===== src/rtl/rob_rename_sequencer_pkg.sv =====
// Shared sizing and entry layout for the reorder-buffer rename sequencer.
package rob_rename_sequencer_pkg;

    localparam int DEPTH = 32;
    localparam int TAG_W = 5;
    localparam int REG_W = 5;

    typedef struct packed {
        logic             valid;
        logic             done;
        logic [REG_W-1:0] dest;
    } rob_entry_t;

endpackage


===== src/rtl/rob_ring_ptr.sv =====
// Wrapping ring pointer: advances by 0, 1 or 2 each cycle, synchronous clear has priority.
module rob_ring_ptr #(
    parameter int TAG_W = 5
) (
    input  logic             clk,
    input  logic             rst,
    input  logic             clear,
    input  logic [1:0]       inc,
    output logic [TAG_W-1:0] ptr
);

    always_ff @(posedge clk or negedge rst) begin
        if (!rst) begin
            ptr <= '0;
        end else if (clear) begin
            ptr <= '0;
        end else begin
            ptr <= ptr + TAG_W'(inc);
        end
    end

endmodule


===== src/rtl/rob_rename_sequencer.sv =====
// Allocates ROB tags in order, drives the alias-table write port, and retires up to two done entries per cycle.
module rob_rename_sequencer
    import rob_rename_sequencer_pkg::*;
(
    input  logic             clk,
    input  logic             rst,
    input  logic             flush,
    input  logic             alloc_req,
    input  logic [REG_W-1:0] alloc_dest,
    output logic             alloc_ready,
    output logic [TAG_W-1:0] alloc_tag,
    output logic             rat_write,
    output logic [REG_W-1:0] rat_dest,
    output logic [TAG_W-1:0] rat_tag,
    input  logic             wb_valid,
    input  logic [TAG_W-1:0] wb_tag,
    output logic             free0,
    output logic             free1,
    output logic [REG_W-1:0] free0_dest,
    output logic [REG_W-1:0] free1_dest,
    output logic [TAG_W-1:0] free0_tag,
    output logic [TAG_W-1:0] free1_tag,
    output logic [TAG_W:0]   count,
    output logic             empty,
    output logic             full
);

    rob_entry_t       entries [DEPTH];
    logic [TAG_W-1:0] head;
    logic [TAG_W-1:0] tail;
    logic [TAG_W-1:0] head_p1;
    logic             grant;
    logic             r0;
    logic             r1;
    logic [1:0]       head_inc;
    logic [1:0]       tail_inc;

    assign empty       = (count == '0);
    assign full        = (count == (TAG_W+1)'(DEPTH));
    // Room is judged on registered count only; a same-cycle retire does not free a slot.
    assign alloc_ready = ~full & ~flush;
    assign grant       = alloc_req & alloc_ready;
    assign alloc_tag   = tail;
    assign rat_write   = grant;
    assign rat_dest    = alloc_dest;
    assign rat_tag     = tail;

    assign head_p1  = head + TAG_W'(1);
    assign r0       = entries[head].valid & entries[head].done;
    assign r1       = r0 & entries[head_p1].valid & entries[head_p1].done;
    assign head_inc = {1'b0, r0} + {1'b0, r1};
    assign tail_inc = {1'b0, grant};

    rob_ring_ptr #(.TAG_W(TAG_W)) u_head (
        .clk   (clk),
        .rst   (rst),
        .clear (flush),
        .inc   (head_inc),
        .ptr   (head)
    );

    rob_ring_ptr #(.TAG_W(TAG_W)) u_tail (
        .clk   (clk),
        .rst   (rst),
        .clear (flush),
        .inc   (tail_inc),
        .ptr   (tail)
    );

    // Writeback is applied before retire and grant so a retired or fresh slot always ends clean.
    always_ff @(posedge clk or negedge rst) begin
        if (!rst) begin
            for (int i = 0; i < DEPTH; i++) entries[i] <= '0;
        end else if (flush) begin
            for (int i = 0; i < DEPTH; i++) entries[i] <= '0;
        end else begin
            if (wb_valid && entries[wb_tag].valid) entries[wb_tag].done <= 1'b1;
            if (r0) entries[head] <= '0;
            if (r1) entries[head_p1] <= '0;
            if (grant) begin
                entries[tail].valid <= 1'b1;
                entries[tail].done  <= 1'b0;
                entries[tail].dest  <= alloc_dest;
            end
        end
    end

    always_ff @(posedge clk or negedge rst) begin
        if (!rst) begin
            count <= '0;
        end else if (flush) begin
            count <= '0;
        end else begin
            count <= count + (TAG_W+1)'(grant) - (TAG_W+1)'(r0) - (TAG_W+1)'(r1);
        end
    end

    // Free ports pulse for one cycle; dest/tag hold their last retired values otherwise.
    always_ff @(posedge clk or negedge rst) begin
        if (!rst) begin
            free0      <= 1'b0;
            free1      <= 1'b0;
            free0_dest <= '0;
            free1_dest <= '0;
            free0_tag  <= '0;
            free1_tag  <= '0;
        end else if (flush) begin
            free0 <= 1'b0;
            free1 <= 1'b0;
        end else begin
            free0 <= r0;
            free1 <= r1;
            if (r0) begin
                free0_dest <= entries[head].dest;
                free0_tag  <= head;
            end
            if (r1) begin
                free1_dest <= entries[head_p1].dest;
                free1_tag  <= head_p1;
            end
        end
    end

endmodule

===== config.mk =====
export PLATFORM = sky130hd
export DESIGN_NAME = rob_rename_sequencer
export DESIGN_NICKNAME = d
export VERILOG_FILES = /design/src/rtl/rob_rename_sequencer_pkg.sv /design/src/rtl/rob_ring_ptr.sv /design/src/rtl/rob_rename_sequencer.sv
export SDC_FILE = /design/constraint.sdc
export NUM_CORES = 1
export LEC_CHECK = 0
export ABC_AREA = 1
export ABC_CLOCK_PERIOD_IN_PS = 5000
export BUFFER_PORTS_ARGS = -buffer_cell sky130_fd_sc_hd__buf_2
export CAP_MARGIN = 10
export CORE_ASPECT_RATIO = 1.75
export CORE_MARGIN = 2
export CORE_UTILIZATION = 58
export CTS_CLUSTER_DIAMETER = 80
export DETAILED_ROUTE_END_ITERATION = 6
export PLACE_DENSITY = 0.76
export SETUP_SLACK_MARGIN = 0.05
export SLEW_MARGIN = 20
export SYNTH_ARGS = -nofsm -noshare
export SYNTH_HDL_FRONTEND = slang
export SYNTH_HIERARCHICAL = 1
export SYNTH_SLANG_ARGS = --single-unit

===== constraint.sdc =====
create_clock -name clk -period 5 [get_ports clk]
set_clock_uncertainty 0.2 [all_clocks]
set_input_delay 0.75 -clock clk [delete_from_list [all_inputs] [get_ports clk]]
set_output_delay 0.75 -clock clk [all_outputs]
set_load 0.02 [all_outputs]

---- Word-level counts from Yosys, hierarchy flattened ----
Cells that the tools add are included.
cells by class
  $lt $le $gt $ge ......................... 8
  add/subtract/negate cells ............... 7
  mux-type cells .......................... 38
  eq/ne operators ......................... 1
  reductions and logical operators ........ 8
  bitwise operators ....................... 15
operator list
  kind                   number
  $mux W224              8
  $bwmux W224            4
  $and A224 B224 Y224    2
  $not A224 Y224         2
  $demux W7 S5           6
  $bmux W7 S5            3
  $mux W7                9
  $ge A6 B6 Y1 const B   4
  $lt A6 B1 Y1 const B   4
  $not A5 Y6             4
  $mux W6                3
  $mux W5                3
  $sub A6 B1 Y6          2
  $add A6 B1 Y6          1
  $eq A6 B6 Y1 const B   1
  $logic_not A6 Y1       1
  $add A5 B1 Y5          1
  $add A5 B1 Y5 const B  1
  $add A5 B2 Y5          1
  $and A1 B1 Y1          5
  $logic_and A1 B1 Y1    5
  $reduce_and A2 Y1      2
  $add A1 B1 Y2          1
  $mux W1                2
  $not A1 Y1             2
word-level totals
  output and inout bits ................... 47
  logic and storage cells ................. 182
  register bits ........................... 262

---- Logic depth before layout (Yosys ltp) ----
  word-level depth ........................ 19
  depth in mapped cells ................... 30
  gate-level depth less buffers ........... 24

---- Cells and area by module ----
Netlist, hierarchy kept.
by module, submodules not included
  module                times used  area an instance (sq um)  seq. area each (sq um)  cells each
  rob_rename_sequencer  1           18,008.5                  6,306.0                 2,822
  rob_ring_ptr          2           262.8                     125.1                   29

---- Worst setup path after synthesis ----
Ideal clock, no wire load.
  path kind ............................... register -> register
  start point ............................. reg u_head.ptr[0]
  end point ............................... reg count[5]
  data required time ...................... 4,723 ps
  slack ................................... -50 ps
  buffers on the path ..................... 7
  setup time .............................. 77 ps
  cell stages (with the launch flop) ...... 28
  data arrival time ....................... 4,772 ps
  cell sequence ........................... dfrtp_1 -> buf_4 -> inv_1 -> buf_4 -> buf_2 -> buf_2 -> clkbuf_1 -> ha_1 -> buf_2 -> inv_1 -> clkbuf_1 -> nand3_1 -> nand3_1 -> nand3_1 -> a21oi_1 -> nor2_4 -> nand2_2 -> inv_1 -> ha_1 -> ha_1 -> ha_1 -> ha_1 -> fa_1 -> nand2_1 -> nand2_1 -> a21oi_1 -> o21ai_0 -> a21oi_1
between the ends
  word-level cells in the longest chain between the ends .. 9
  elaborated cells between the ends (all ways) .. 15
  those cells by class .................... add/sub (3); mux (7); bitwise (5)
ends and longest elaborated chain
  element                             line                        source
  start: declaration                  rob_ring_ptr.sv:9           output logic [TAG_W-1:0] ptr
  start signal: assignment            rob_ring_ptr.sv:18          ptr <= ptr + TAG_W'(inc);
  $add A5 B1 Y5 *                     rob_rename_sequencer.sv:48  assign head_p1 = head + TAG_W'(1);
  named net head_p1[0]                rob_rename_sequencer.sv:31  logic [TAG_W-1:0] head_p1;
  $not A5 Y6 (not written as such) *  rob_rename_sequencer.sv:50  assign r1 = r0 & entries[head_p1].valid & entries[head_p1].done;
  $bmux W7 S5 *                       rob_rename_sequencer.sv:50
  $mux W7 *                           n/a
  $mux W7 (not written as such) *     rob_rename_sequencer.sv:50
  $and A1 B1 Y1                       rob_rename_sequencer.sv:50
  $and A1 B1 Y1 *                     rob_rename_sequencer.sv:50
  $sub A6 B1 Y6 *                     rob_rename_sequencer.sv:94  count <= count + (TAG_W+1)'(grant) - (TAG_W+1)'(r0) - (TAG_W+1)'(r1);
  $mux W6 *                           rob_rename_sequencer.sv:91  end else if (flush) begin
  end signal: assignment              rob_rename_sequencer.sv:94
  end: declaration                    rob_rename_sequencer.sv:23  output logic [TAG_W:0] count,
Mark *: on every way through the listed nets, which the timed path passes. The rest lies on a longest branch. The select of a mux whose other input is x is not followed.
A chain may end at the register's enable or synchronous reset.

---- Worst setup path in the final report ----
Ends and elaborated chain as after synthesis.

==> run_results.csv <==
group,metric,value,unit
place,post-place-ws,0.4094,ns
cts,clkSlewWorstSetupHoldPaths,0.07,ns
timing,tightest_slew,1.239,ns
route,avgViaCountPerCell,6.138,
cts,cts_buffer_depth,3,
logic_synthesis,ys_warn_count,6,
cts,htree_levels,1,
timing,hold_viol,13,
power_and_ir_drop,powerDensity,229.0,nW/um2
setup_path,slowest_delay,0.58,ns
setup_path,crit_path_start,"u_head/ptr[0]",
cts,cts.sinks,262,
logic_synthesis,yosys.area.top_type,"dfrtp_1",
global_route,grt.overflow.total,0,
route,dr.pass1.iters,6,
min_path,hp-class,"primary input to async pin",
setup_path,crit_required,5.28,ns
place,io_buffers,61,
power_and_ir_drop,p_sw_share,26.41,%
floorplanning,io-pin-count,62,
cts,cts-root-buf,"clkbuf_16",
floorplanning,dieArea,33460,um2
timing,rsz0062_at_grt,"false",
place,dpl_cell_area,19020,um2
logic_synthesis,synth.most_common_cell,"nand2_1",
setup_path,regToRegStartpoint,"u_head/ptr[0]",
logic_synthesis,ys_async_sr_fraction,100.0,%
logic_synthesis,synth_ff_type,"dfrtp_1",
timing,finalCritPeriodShare,96.13,%
timing,finalSetupTns,0,ns
power_and_ir_drop,switching_power,0.001205,W
setup_path,crit_slowest_cell,"dfrtp_4",
route,drt-initial-drc-count,2091,
power_and_ir_drop,internal_power,0.003358,W
global_route,grt_pass1_vias,18810,
power_and_ir_drop,seq_power_share,47.5,%
power_and_ir_drop,p_leak,8.697,nW
logic_synthesis,synth_top_area_share,35.37,%
power_and_ir_drop,combPwrFrac,7.4,%
timing,whs,-0.02081,ns
timing,drv_slew,0,
floorplanning,fp.dieW,139.1,um
status,status,"finished, violations left",
global_route,grt_usage,43.28,%
logic_synthesis,synthCells,2880,
cts,insertion_delay,0.60,ns
power_and_ir_drop,peakVddDrop,0.0003686,V
layout,final_cells,3278,
cts,cts_inserted_buffers,27,
setup_path,cpMostUsedCell,"ha_1",
layout,diodes,0,
route,drc,0,
setup_path,start_kind,"register",
route,routed-via-count,20120,
logic_synthesis,avgSynthCellArea,6.435,um2
floorplanning,design.core.area,31530,um2
logic_synthesis,yosysSeqAreaShare,35.37,%
logic_synthesis,synth_common_cells,"nand2_1, nor2_1, o21ai_0",
cts,cts_hold_buffers,0,
layout,fin_area,19930,um2
setup_path,crit_path_max_fanout,23,
logic_synthesis,yosysUniqueCellTypes,39,
place,hpwl,50160,um
setup_path,crit_chain,"inv_6 -> ha_2 -> inv_1 -> buf_4 -> nand3_1 -> nand3_1 -> nand3_1 -> a21oi_1 -> nor2_4 -> nand2_2 -> inv_1 -> ha_1 -> ha_1 -> nor2_1 -> ha_1 -> inv_1 -> ha_1 -> fa_1 -> nand2_1 -> nand2_1 -> a21oi_1 -> o21ai_0 -> a21oi_1",
floorplanning,die_h,240.5,um
layout,drive_gt1_share,7.668,%
status,violations,"negative hold slack",
power_and_ir_drop,p_clk_share,45.1,%
timing,max_freq,0.2081,GHz
timing,period_needed,4.806,ns
logic_synthesis,syn_area,18530,um2
logic_synthesis,synth_edf_count,0,
logic_synthesis,yosys-top-cells-area,"dfrtp_1, nand2_1, o21ai_0",
global_route,grt_max_degree,164,
layout,final_nets,2902,
global_route,grt_pass1_wl,110300,um
route,routedWlPerCell,22.52,um
global_route,antenna_found_initial,2,
run,maxCapViolations,0,
route,drtAntennaViolNets,0,
setup_path,crit_type,"register to register",
cts,tritoncts,"yes",
floorplanning,start_util,58.79,%
layout,syn2layout_area_growth,7.507,%
place,gp_congestion,1.050,
floorplanning,rows,86,
cts,post-cts-setup-buffers,0,
timing,relSlewSlack,16.77,%
place,dp.cells,3231,
setup_path,arrival,5.09,ns
route,routed_wl,73820,um
timing,setup_ws,0.1936,ns
cts,cts.repair.resized,0,
logic_synthesis,ys_ff_latch,262,
timing,final-setup-viol-count,0,
setup_path,critPathCaptureType,"register",
[worst max-delay path, delay by kind of cell, from the launching register on]
family | cells | cell delay (ns)
AOI/OAI and AO/OA | 4 | 0.68
adders and majority gates | 6 | 1.82
buffers and inverters | 5 | 0.64
DFF | 1 | 0.58
and+or+nand+nor | 8 | 0.77
[path summary, 6_finish.rpt]
kind	to	slack, ns	depth (start not counted)
max reg2reg	count[5]	0.19	23
max in group asynchronous	entries[82]	3.49	2
min reg2reg	free1_tag[3]	0.27	2
min	entries[192]	-0.02	1
max	count[5]	0.19	23
min in group clk	free1_tag[3]	0.27	2
[final cells by class]
| cell class | instances | area (um2) |
|---|---|---|
| flip-flops and latches | 262 | 6561 |
| fillers | 2998 | 11600 |
| clock inverters | 8 | 78.83 |
| inverters | 252 | 953.4 |
| multi-input cells | 2208 | 10230 |
| well taps | 396 | 495.5 |
| clock buffers | 38 | 787.0 |
| repair buffers | 114 | 818.3 |
[flip-flops by register name (all words and copies together), names as in the netlist]
register,flops
free0_tag,5
u_tail/ptr,5
free0,1
free1,1
count,6
u_head/ptr,5
free1_dest,5
free0_dest,5
free1_tag,5
entries,224
[kinds of logic after synthesis]
family	share of synthesized area, %
fa+ha+maj	1.607
buf+inv	9.458
xor+xnor	0.1418
simple gates	34.52
flops	35.37
compound gates	18.88
other cells	0.02023
[metrics by stage]
step,total power (W),util (%)
detailed placement,0.002536,60.31
CTS,0.004563,63.06
global route,0.004659,63.20
floorplan,0.002370,-
finish,0.004563,63.20
global placement,0.002529,60.31
[layout by cell type (no fill, tap or decap), types with 4 or more instances in the layout]
cell / synthesis / layout
clkbuf_1: 88 / 4
inv_1: 240 / 239
ha_1: 19 / 18
nor2_2: 8 / 8
nand3_4: 30 / 30
dfrtp_1: 262 / 260
o21ai_1: 8 / 8
buf_2: 30 / 59
nand4_1: 14 / 14
inv_2: 4 / 4
nor4_1: 4 / 4
o22ai_1: 9 / 9
nor3_1: 19 / 19
clkbuf_8: 0 / 7
nand3_1: 128 / 128
nand2_4: 5 / 5
o21ai_0: 326 / 326
a21oi_1: 321 / 321
o211ai_1: 16 / 16
buf_4: 19 / 46
clkbuf_16: 0 / 28
clkinv_1: 7 / 7
nand2_1: 879 / 879
nand2_2: 4 / 4
nor2_1: 395 / 395
[routing by layer]
layer	share of wire, %	track usage [%]	wire length, um	up-vias
met2	45	69.95	33550	1190
met5	0.018	0	13	-
met3	10	8.843	7364	428
li1	-	-	-	9229
met1	35	49.44	25540	9273
met4	10	35.66	7356	2
[power groups by stage]
stage | sequential, W | clock (W) | combinational, W
2_1_floorplan | 0.00222 | 0 | 0.000153
3_3_place_gp | 0.00221 | 0 | 0.000323
3_5_place_dp | 0.00221 | 0 | 0.000329
4_1_cts | 0.00217 | 0.00207 | 0.000330
5_1_grt | 0.00217 | 0.00213 | 0.000361
6_report | 0.00217 | 0.00206 | 0.000336
No activity file was read; power rests on OpenSTA's default activity.
